`src/rtl/lsu_ctrl.sv`:
```
// Load/store unit: turns decoded memory ops into single-outstanding bus transactions,
// stalls the pipeline until ack or timeout, and returns extended load data.
module lsu_ctrl #(
    parameter int unsigned TIMEOUT_CYC = 16
) (
    input  logic        clk,
    input  logic        rst_n,
    input  logic        mem_rd,
    input  logic        mem_wr,
    input  logic [2:0]  mask,
    input  logic [31:0] addr,
    input  logic [31:0] wdata,
    output logic [31:0] rdata,
    output logic        stall,
    output logic        misalign,
    output logic        bus_err,
    output logic        bus_req,
    output logic        bus_we,
    output logic [31:0] bus_addr,
    output logic [3:0]  bus_be,
    output logic [31:0] bus_wdata,
    input  logic        bus_ack,
    input  logic [31:0] bus_rdata
);

    typedef enum logic [1:0] {
        S_IDLE = 2'd0,
        S_REQ  = 2'd1,
        S_DONE = 2'd2
    } state_e;

    localparam logic [7:0] TO_LAST = 8'(TIMEOUT_CYC - 1);

    function automatic logic access_legal(input logic is_store, input logic [2:0] m,
                                          input logic [1:0] off);
        logic ok;
        case (m)
            3'b000:  ok = 1'b1;
            3'b001:  ok = ~off[0];
            3'b010:  ok = (off == 2'b00);
            3'b100:  ok = ~is_store;
            3'b101:  ok = ~is_store & ~off[0];
            default: ok = 1'b0;
        endcase
        return ok;
    endfunction

    function automatic logic [3:0] calc_be(input logic [2:0] m, input logic [1:0] off);
        logic [3:0] be;
        case (m[1:0])
            2'b00:   be = 4'b0001 << off;
            2'b01:   be = 4'b0011 << {off[1], 1'b0};
            2'b10:   be = 4'b1111;
            default: be = 4'b0000;
        endcase
        return be;
    endfunction

    function automatic logic [31:0] lane_rep(input logic [2:0] m, input logic [31:0] w);
        logic [31:0] r;
        case (m[1:0])
            2'b00:   r = {4{w[7:0]}};
            2'b01:   r = {2{w[15:0]}};
            default: r = w;
        endcase
        return r;
    endfunction

    function automatic logic [31:0] load_ext(input logic [2:0] m, input logic [1:0] off,
                                             input logic [31:0] w);
        logic [31:0] sh;
        logic [7:0]  b;
        logic [15:0] h;
        logic [31:0] r;
        sh = w >> {off, 3'b000};
        b  = sh[7:0];
        h  = off[1] ? w[31:16] : w[15:0];
        case (m)
            3'b000:  r = {{24{b[7]}}, b};
            3'b001:  r = {{16{h[15]}}, h};
            3'b010:  r = w;
            3'b100:  r = {24'd0, b};
            3'b101:  r = {16'd0, h};
            default: r = 32'd0;
        endcase
        return r;
    endfunction

    state_e      state_q;
    logic [7:0]  cnt_q;
    logic [2:0]  mask_q;
    logic [1:0]  off_q;
    logic [31:0] rdata_q;
    logic        misalign_q;
    logic        bus_err_q;
    logic        bus_req_q;
    logic        bus_we_q;
    logic [31:0] bus_addr_q;
    logic [3:0]  bus_be_q;
    logic [31:0] bus_wdata_q;

    logic access_s;
    logic legal_s;
    logic stall_s;

    // Decode the incoming request and raise stall for accepted accesses and while waiting
    always_comb begin
        access_s = mem_rd | mem_wr;
        legal_s  = access_legal(mem_wr, mask, addr[1:0]);
        if (state_q == S_REQ) begin
            stall_s = 1'b1;
        end else if (state_q == S_IDLE) begin
            stall_s = access_s & legal_s;
        end else begin
            stall_s = 1'b0;
        end
    end

    // Access FSM with registered bus outputs, fault pulses and load result
    always_ff @(posedge clk or negedge rst_n) begin
        if (!rst_n) begin
            state_q     <= S_IDLE;
            cnt_q       <= 8'd0;
            mask_q      <= 3'd0;
            off_q       <= 2'd0;
            rdata_q     <= 32'd0;
            misalign_q  <= 1'b0;
            bus_err_q   <= 1'b0;
            bus_req_q   <= 1'b0;
            bus_we_q    <= 1'b0;
            bus_addr_q  <= 32'd0;
            bus_be_q    <= 4'd0;
            bus_wdata_q <= 32'd0;
        end else begin
            misalign_q <= 1'b0;
            bus_err_q  <= 1'b0;
            case (state_q)
                S_IDLE: begin
                    if (access_s && legal_s) begin
                        state_q     <= S_REQ;
                        bus_req_q   <= 1'b1;
                        bus_we_q    <= mem_wr;
                        mask_q      <= mask;
                        off_q       <= addr[1:0];
                        bus_addr_q  <= {addr[31:2], 2'b00};
                        bus_be_q    <= calc_be(mask, addr[1:0]);
                        bus_wdata_q <= lane_rep(mask, wdata);
                        cnt_q       <= 8'd0;
                    end else if (access_s) begin
                        misalign_q <= 1'b1;
                    end
                end
                S_REQ: begin
                    if (bus_ack) begin
                        if (!bus_we_q) begin
                            rdata_q <= load_ext(mask_q, off_q, bus_rdata);
                        end
                        bus_req_q <= 1'b0;
                        state_q   <= S_DONE;
                    end else if (cnt_q == TO_LAST) begin
                        // Timed-out loads return zero so the core never sees stale data
                        if (!bus_we_q) begin
                            rdata_q <= 32'd0;
                        end
                        bus_err_q <= 1'b1;
                        bus_req_q <= 1'b0;
                        state_q   <= S_DONE;
                    end else begin
                        cnt_q <= cnt_q + 8'd1;
                    end
                end
                S_DONE: begin
                    state_q <= S_IDLE;
                end
                default: begin
                    state_q   <= S_IDLE;
                    bus_req_q <= 1'b0;
                end
            endcase
        end
    end

    assign stall     = stall_s;
    assign rdata     = rdata_q;
    assign misalign  = misalign_q;
    assign bus_err   = bus_err_q;
    assign bus_req   = bus_req_q;
    assign bus_we    = bus_we_q;
    assign bus_addr  = bus_addr_q;
    assign bus_be    = bus_be_q;
    assign bus_wdata = bus_wdata_q;

endmodule

```
`config.mk`:
```
export PLATFORM = sky130hd
export DESIGN_NAME = lsu_ctrl
export DESIGN_NICKNAME = d
export VERILOG_FILES = /design/src/rtl/lsu_ctrl.sv
export SDC_FILE = /design/constraint.sdc
export NUM_CORES = 1
export LEC_CHECK = 0
export CAP_MARGIN = 25
export CORE_MARGIN = 2
export CORE_UTILIZATION = 48
export CTS_CLUSTER_DIAMETER = 30
export DETAILED_ROUTE_END_ITERATION = 7
export PLACE_DENSITY = 0.87
export SLEW_MARGIN = 10
export SYNTH_ARGS = -nofsm -noshare
export SYNTH_HDL_FRONTEND = slang
export SYNTH_SLANG_ARGS = --single-unit
```
`constraint.sdc`:
```
create_clock -name clk -period 3.78 [get_ports clk]
set_input_delay 1.134 -clock clk [delete_from_list [all_inputs] [get_ports clk]]
set_output_delay 1.134 -clock clk [all_outputs]
set_load 0.02 [all_outputs]
```
==> run summary <==
number of placement rows: 39
nature of the critical path startpoint: primary input
final worst-path cycle share: 0.952
Placer Congestion: 0.922
clock-pin slew reported for the worst setup and hold paths after clock tree synthesis: 0.05 ns
cells after synthesis: 477
x dimension of the die: 112 um
cell types with the highest counts after synthesis: dfrtp_1, nand2_1, mux2_4, o21ai_1, a21o_1
overall die height: 112 um
R2R Path Start: mask_q[0]
final critical path time including I/O delays and setup: 3.60 ns
Worst Setup End Kind: output pin
largest net degree at the start of global routing: 93
placeable core region: 0.0114 mm^2
clock tree from TritonCTS: yes
leakage dissipation: 0.00385 uW
Max Clock Freq: 278 MHz
Critical Path Start: mask[0]
drt drc: 0
number of buffers between clock root and the deepest sink: 2
capture instance of the worst register-to-register path: rdata[19]
setup slack after layout: 0.183 ns
worst-case reg-to-reg path depth: 4
final wirelength: 16.3 mm
insertion delay of the later-clocked pin in the worst-skew pair: 0.41 ns
critical-path cell with the highest stage delay: clkdlybuf4s50_1
starting density of the core: 0.488
vias per cell: 5.67
Clock Sinks: 117
outcome: complete, no violations
combinational fraction of design power: 0.397
async set-reset flop share out of synthesis: 1.00
GR Overflow Total: 0
Max FO, Critical Path: 3
count of distinct cell types in the synthesized netlist: 48
number of nets still failing antenna checks after routing: 0
sequential area share after synthesis: 0.528
number of global-route vias before repair: 4961
Yosys top cell by area: dfrtp_1
transition time of the tightest slew-check pin: 0.981 ns
category of cells accounting for the largest share of critical-path delay: buffers and inverters
clock root buffer: clkbuf_16
number of flops mapped to enable cells by yosys: 0
vias post-DR: 4744
maximum clock skew at final layout: 0.0107 ns
share of layout cells above drive strength 1: 0.138
worst voltage drop across the vdd grid: 0.425 mV
number of warnings reported in the yosys synthesis log: 0
placed wire-length estimate after detailed placement: 11.6 mm
r2r setup slk: 1.48 ns
WP data arrival: 2.46 ns
global router's overall resource usage: 0.267
switching power: 2120 uW
number of buffers inserted by port buffering: 206
fraction of power spent switching nets: 0.329
Clock power frac: 0.286
critical path cell sequence: clkdlybuf4s50_1 > buf_4 > a221oi_4 > o221ai_4 > nand2_1 > clkbuf_2
ant diodes: 0
WS Path Type: primary input to output pin
Final Hold Violating Endpoints: 0
fraction of power consumed by sequential logic: 0.317
number of nets at the end of the flow: 786
power per cell area: 765 mW/mm^2
worst slew margin relative to its limit: 0.345
synthesized area per cell: 11.6 um^2
top-level port count: 209
end point of the critical path: stall
area enclosed by the die boundary: 0.0124 mm^2
sum of buffers and inverters on the critical path: 3
required time worst endpoint: 2.65 ns
detailed-route wire length per cell: 19.4 um
drt pass-1 iters: 7
H-Tree Level Count: 4
wire length of the first global-routing pass: 26.0 mm
Worst path depth: 6
Slowest Stage Delay on Critical Path: 0.40 ns
number of DRC violations after detailed-routing iteration 0: 446
unrepaired setup endpoints after global routing: no
Filler cells: 732
Pins Over Slew Limit: 0
total setup violations reported at the end of the flow: 0
Syn Std Cell Area: 0.00555 mm^2
CTS buffer count: 17
#FFs+latches synth: 117
proportion of netlist area held by the largest area contributor: 0.528
P_int: 4330 uW
pre-CTS WS: -0.297 ns
most frequent cell after synthesis: dfrtp_1
number of antenna violations at the first check in global routing: 0
ys flop type: dfrtp_1
post-synthesis to final-layout area growth: 51.9%
total design power: 6450 uW
worst hold path type: flip-flop to flip-flop
top post-synthesis cells by area: dfrtp_1, mux2_4, mux2i_1
number of violations of the max-capacitance limit: 0
number of hold buffers added after cts: 0
[power by group through the flow]
stage	sequential, uW	clock [uW]	combinational [uW]
after global routing	2100	1930	2710
after detailed placement	2040	0	2570
after global placement	2020	0	2500
after floorplan	2500	0	829
after CTS	2040	1880	2580
final	2040	1850	2560
[worst reg2reg max path, cell delays in order (launching register included)]
cell and delay (ns):
dfrtp_1 0.49, nor2b_1 0.66, nand2_1 0.57, a31oi_1 0.40
a21o_1 0.12
[layer usage]
layer / routed length [um] / global-route usage / up-vias
met1: 6140 / 0.302 / 2321
met5: 0 / 0 / -
met4: 597 / 0.130 / 0
li1: - / - / 2138
met2: 8220 / 0.454 / 243
met3: 1330 / 0.0925 / 42
[placed cells by master (no fill, tap or decap), types with 3 or more instances in the layout]
cell and instances:
a21oi_1 19, a222oi_1 7, clkbuf_8 4, clkbuf_16 17, and2_1 4, dfrtp_1 117, o21ai_1 29, clkdlybuf4s50_1 204
o21ai_0 5, mux2_1 14, nor3_1 3, nor3b_1 3, o31ai_1 3, mux2_4 30, nand2_1 57, a22oi_1 8
a21o_1 25, mux2_2 10, o2bb2ai_1 7, mux2i_1 24, buf_4 13, xor2_1 3, bufinv_16 6, a31oi_1 18
nand3_1 5, nor2_1 21, clkinv_2 3
[cells by family (layout without fill, tap and decap cells)]
logic type | Yosys count | in the layout | synth area share
AOI/OAI and AO/OA | 131 | 131 | 0.159
DFF | 117 | 117 | 0.528
and+or+nand+nor | 108 | 108 | 0.0947
muxes | 78 | 78 | 0.173
buffers and inverters | 38 | 254 | 0.0379
xor gates and xnor gates | 3 | 3 | 0.00474
adders and majority gates | 1 | 1 | 0.00225
other | 1 | 2 | 0.000676
[through the flow]
step                hold slack (ns)  area (um^2)   util  setup TNS, ns  cells
floorplan                     0.475         5550      -              0    478
global placement              0.459         7710  0.678         -0.243    804
detailed placement            0.465         7710  0.678         -0.297    804
CTS                           0.477         8410  0.739              0    836
global route                  0.488         8430  0.741              0    837
finish                        0.473         8430  0.741              0    837
[worst min path at each step]
stage                   start        end  slack, ns  cells past startpoint
floorplan            cnt_q[0]   cnt_q[0]       0.47                      1
global route        rdata[21]  rdata[21]       0.49                      1
CTS                 rdata[21]  rdata[21]       0.48                      1
global placement    rdata[25]  rdata[25]       0.46                      1
finish              rdata[29]  rdata[29]       0.47                      1
detailed placement  rdata[21]  rdata[21]       0.46                      1
[state kept, by name, summed over array words and instances, names as in the netlist]
register and count:
bus_we 1, bus_wdata 32, bus_req 1, mask_q 3, bus_addr 30, cnt_q 8
rdata 32, bus_err 1, bus_be 4, misalign 1, off_q 2, state_q 2
[what timing repair did]
| action | CTS | global route |
|---|---|---|
| setup endpoints to repair | 1 | 1 |
| buffers inserted | 0 | 0 |
| gates resized for setup | 2 | 2 |
[layout make-up]
cell class,count,area [um^2],area share
clock buffers,23,488,0.0579
clock inverters,9,195,0.0232
inverters,2,7.51,0.000890
multi-input cells,323,2440,0.290
flip-flops and latches,117,2930,0.347
well taps,143,179,0.0212
repair buffers,220,2190,0.260
Note: power is estimated with default switching activity, not from simulation.
==> variant: new RTL, config.mk and constraints unchanged <==
Put one more register stage on the output `bus_err`, cleared by the reset. The value now appears one clock later. The other outputs are not delayed to match.
--- a/src/rtl/lsu_ctrl.sv
+++ b/src/rtl/lsu_ctrl.sv
@@ -183,7 +183,13 @@
     assign stall     = stall_s;
     assign rdata     = rdata_q;
     assign misalign  = misalign_q;
-    assign bus_err   = bus_err_q;
+    always_ff @(posedge clk or negedge rst_n) begin
+        if (!rst_n) begin
+            bus_err <= '0;
+        end else begin
+            bus_err <= bus_err_q;
+        end
+    end
     assign bus_req   = bus_req_q;
     assign bus_we    = bus_we_q;
     assign bus_addr  = bus_addr_q;
Behaviour: same outputs for any inputs over 4 cycles, from zero or initial values and one cycle with rst_n low; that may be too few to reach the edited logic, so the function may still have changed.
==> variant against the unedited design <==
Clock power fell by 12%. Highest routed layer unchanged. Final area fell by 1.6%. Sequential share of layout area rose by 0.85 points. First-iteration DRC count fell by 16%. Die area fell by 0.30%. Routed wire length fell by 0.65%. Power fell by 4.2%. Via count fell by 2.3%. Global-route usage rose by 0.19 points. Sequential cell count rose by 1. Setup slack got worse by 59 ps. Core utilization fell by 0.84 points. Synthesized area fell by 0.32%.
==> variant: results (changes against the unedited design) <==
Global route
The global-route wire length before repair is 26.3 mm (was 26.0 mm). The global-route usage over all layers was 26.9% (was 26.7%). The maximum number of pins on one net before global-route repair is 66 (was 93). The number of global-route vias before repair was 4971 (was 4961).

The number of antenna violations at the first check in global routing was 0 (unchanged). The total grt overflow is 0 (unchanged).

Layout
The final-layout fill cell count is 777 (was 732). The proportion of layout cells with a drive suffix above 1 is 13.9% (was 13.8%). The antenna cell count is 0 (unchanged). The net count of the finished layout came to 774 (was 786).

Synthesis
The synthesized area per cell was 11.8 sq um (was 11.6 sq um). The number of distinct standard cells referenced by the synthesized netlist is 51 (was 48). The sequential-to-total area share from yosys stat came to 53.4% (was 52.8%). Top cells by area, synth: sky130_fd_sc_hd__dfrtp_1, sky130_fd_sc_hd__mux2_4, sky130_fd_sc_hd__mux2i_1 (unchanged). The most instantiated flip-flop cell in the synthesis netlist is sky130_fd_sc_hd__dfrtp_1 (unchanged).

Top cell types by occurrence after synthesis: sky130_fd_sc_hd__dfrtp_1, sky130_fd_sc_hd__nand2_1, sky130_fd_sc_hd__mux2_4 (was sky130_fd_sc_hd__dfrtp_1, sky130_fd_sc_hd__nand2_1, sky130_fd_sc_hd__mux2_4, sky130_fd_sc_hd__o21ai_1, sky130_fd_sc_hd__a21o_1).

Critical path
The slowest cell on the critical path is sky130_fd_sc_hd__clkdlybuf4s50_1 (unchanged). The worst endpoint data arrival time is 2520 ps (was 2460 ps). The cell class contributing the biggest share of worst-path delay is buffers and inverters (unchanged). The largest fanout on the critical path was 2 (was 3). The delay contributed by the slowest stage of the critical path is 460 ps (was 400 ps).

Timing
The slew at the pin closest to its max-slew limit is 890 ps (was 981 ps). The worst clock skew is 5.24 ps (was 10.7 ps).

CTS
The clock-pin slew on the worst setup and hold paths came to 50 ps (about the same). The clock latency of the later-clocked register in the worst-skew pair came to 410 ps (about the same). The buffer count from post-CTS setup fixing was 0 (unchanged). The total CTS buffers came to 17 (unchanged).

Detailed routing
The number of iterations in the first detailed-routing pass came to 6 (was 7). The via total after detailed routing is 4636 (was 4744). The average wire per standard cell came to 19.6 microns (was 19.4 microns). The iteration-0 DRC count of the detailed router is 376 (was 446).

The total wire length after detailed routing is 16.2 mm (was 16.3 mm).

Placement
The number of placed cells counting well taps is 793 (was 804). The pre-CTS worst setup slack is -298 ps (was -297 ps). The cell area after placement came to 0.00769 sq mm (was 0.00771 sq mm). The placed wire-length estimate after detailed placement is 11.8 mm (was 11.6 mm). The last weighted congestion value of the routability-driven placer is 0.923 (was 0.922).

The number of I/O port buffers came to 206 (unchanged).

Run status
Outcome: complete, no violations (unchanged).

Power
The reported leakage power is 3.72 nW (was 3.85 nW). The maximum vdd ir drop is 460 uV (was 425 uV). The power dissipated by switching net loads is 0.00213 W (was 0.00212 W).

Hold path
The type of the tightest min-delay check is flop to flop (unchanged).
## variant: cell type report
cell class                      count  area share [%]
Sequential cell                   118            35.6
Multi-Input combinational cell    311            28.9
Timing Repair Buffer              218            26.0
Clock buffer                       19            5.34
Tap cell                          143            2.16
Clock inverter                     13            1.87
Inverter                            3           0.136
## variant: cells by family after synthesis
logic type      count (synthesis)  synth area share, %
compound gates                120                 15.0
mux                            77                 17.4
simple gates                  108                 9.75
flops                         118                 53.4
fa+ha+maj                       1                0.226
other cells                     1               0.0678
buf+inv                        39                 3.69
xor+xnor                        3                0.475
## variant: worst register-to-register path, stage by stage, from the launching register on
cell,delay (ps)
sky130_fd_sc_hd__dfrtp_1,420
sky130_fd_sc_hd__nor2_1,120
sky130_fd_sc_hd__o221ai_4,80
sky130_fd_sc_hd__buf_4,470
sky130_fd_sc_hd__buf_4,760
sky130_fd_sc_hd__mux2_1,440
## variant: layer usage
layer / vias to the layer above / wire [microns] / global-route usage, %
li1: 2105 / - / -
met1: 2255 / 6080 / 32.7
met2: 250 / 8040 / 44.5
met3: 26 / 1700 / 10.6
met4: 0 / 351 / 8.72
met5: - / 0 / 0
## variant: worst paths after layout
| check | start | end | slack (ps) | depth (start not counted) |
|---|---|---|---|---|
| worst max-delay path | mask[2] | stall | 120 | 6 |
| worst min-delay path | bus_err_q | bus_err | 350 | 0 |
| worst max register to register | state_q[0] | bus_addr[7] | 1370 | 5 |
| worst min register to register | bus_err_q | bus_err | 350 | 0 |
| max in group asynchronous | rst_n | bus_wdata[26] | 2270 | 2 |
| min in group asynchronous | rst_n | rdata[17] | 760 | 1 |
## variant: repair_timing
action / in CTS / in global routing
gates resized for setup: 3 / 2
endpoints found under the setup margin: 1 / 1
pin swaps: 1 / 1
## variant: metrics by stage
| stage | setup TNS (ps) | utilization (%) |
|---|---|---|
| 2_1_floorplan | 0 | - |
| 3_3_place_gp | -455 | 68.0 |
| 3_5_place_dp | -1120 | 68.0 |
| 4_1_cts | 0 | 73.3 |
| 5_1_grt | 0 | 73.3 |
| 6_report | 0 | 73.3 |
## variant: power groups by stage
stage | Clock [W] | Combinational (W) | Sequential (W)
2_1_floorplan | 0 | 0.000817 | 0.00248
3_3_place_gp | 0 | 0.00246 | 0.00201
3_5_place_dp | 0 | 0.00253 | 0.00203
4_1_cts | 0.00164 | 0.00254 | 0.00203
5_1_grt | 0.00171 | 0.00266 | 0.00209
6_report | 0.00163 | 0.00252 | 0.00203
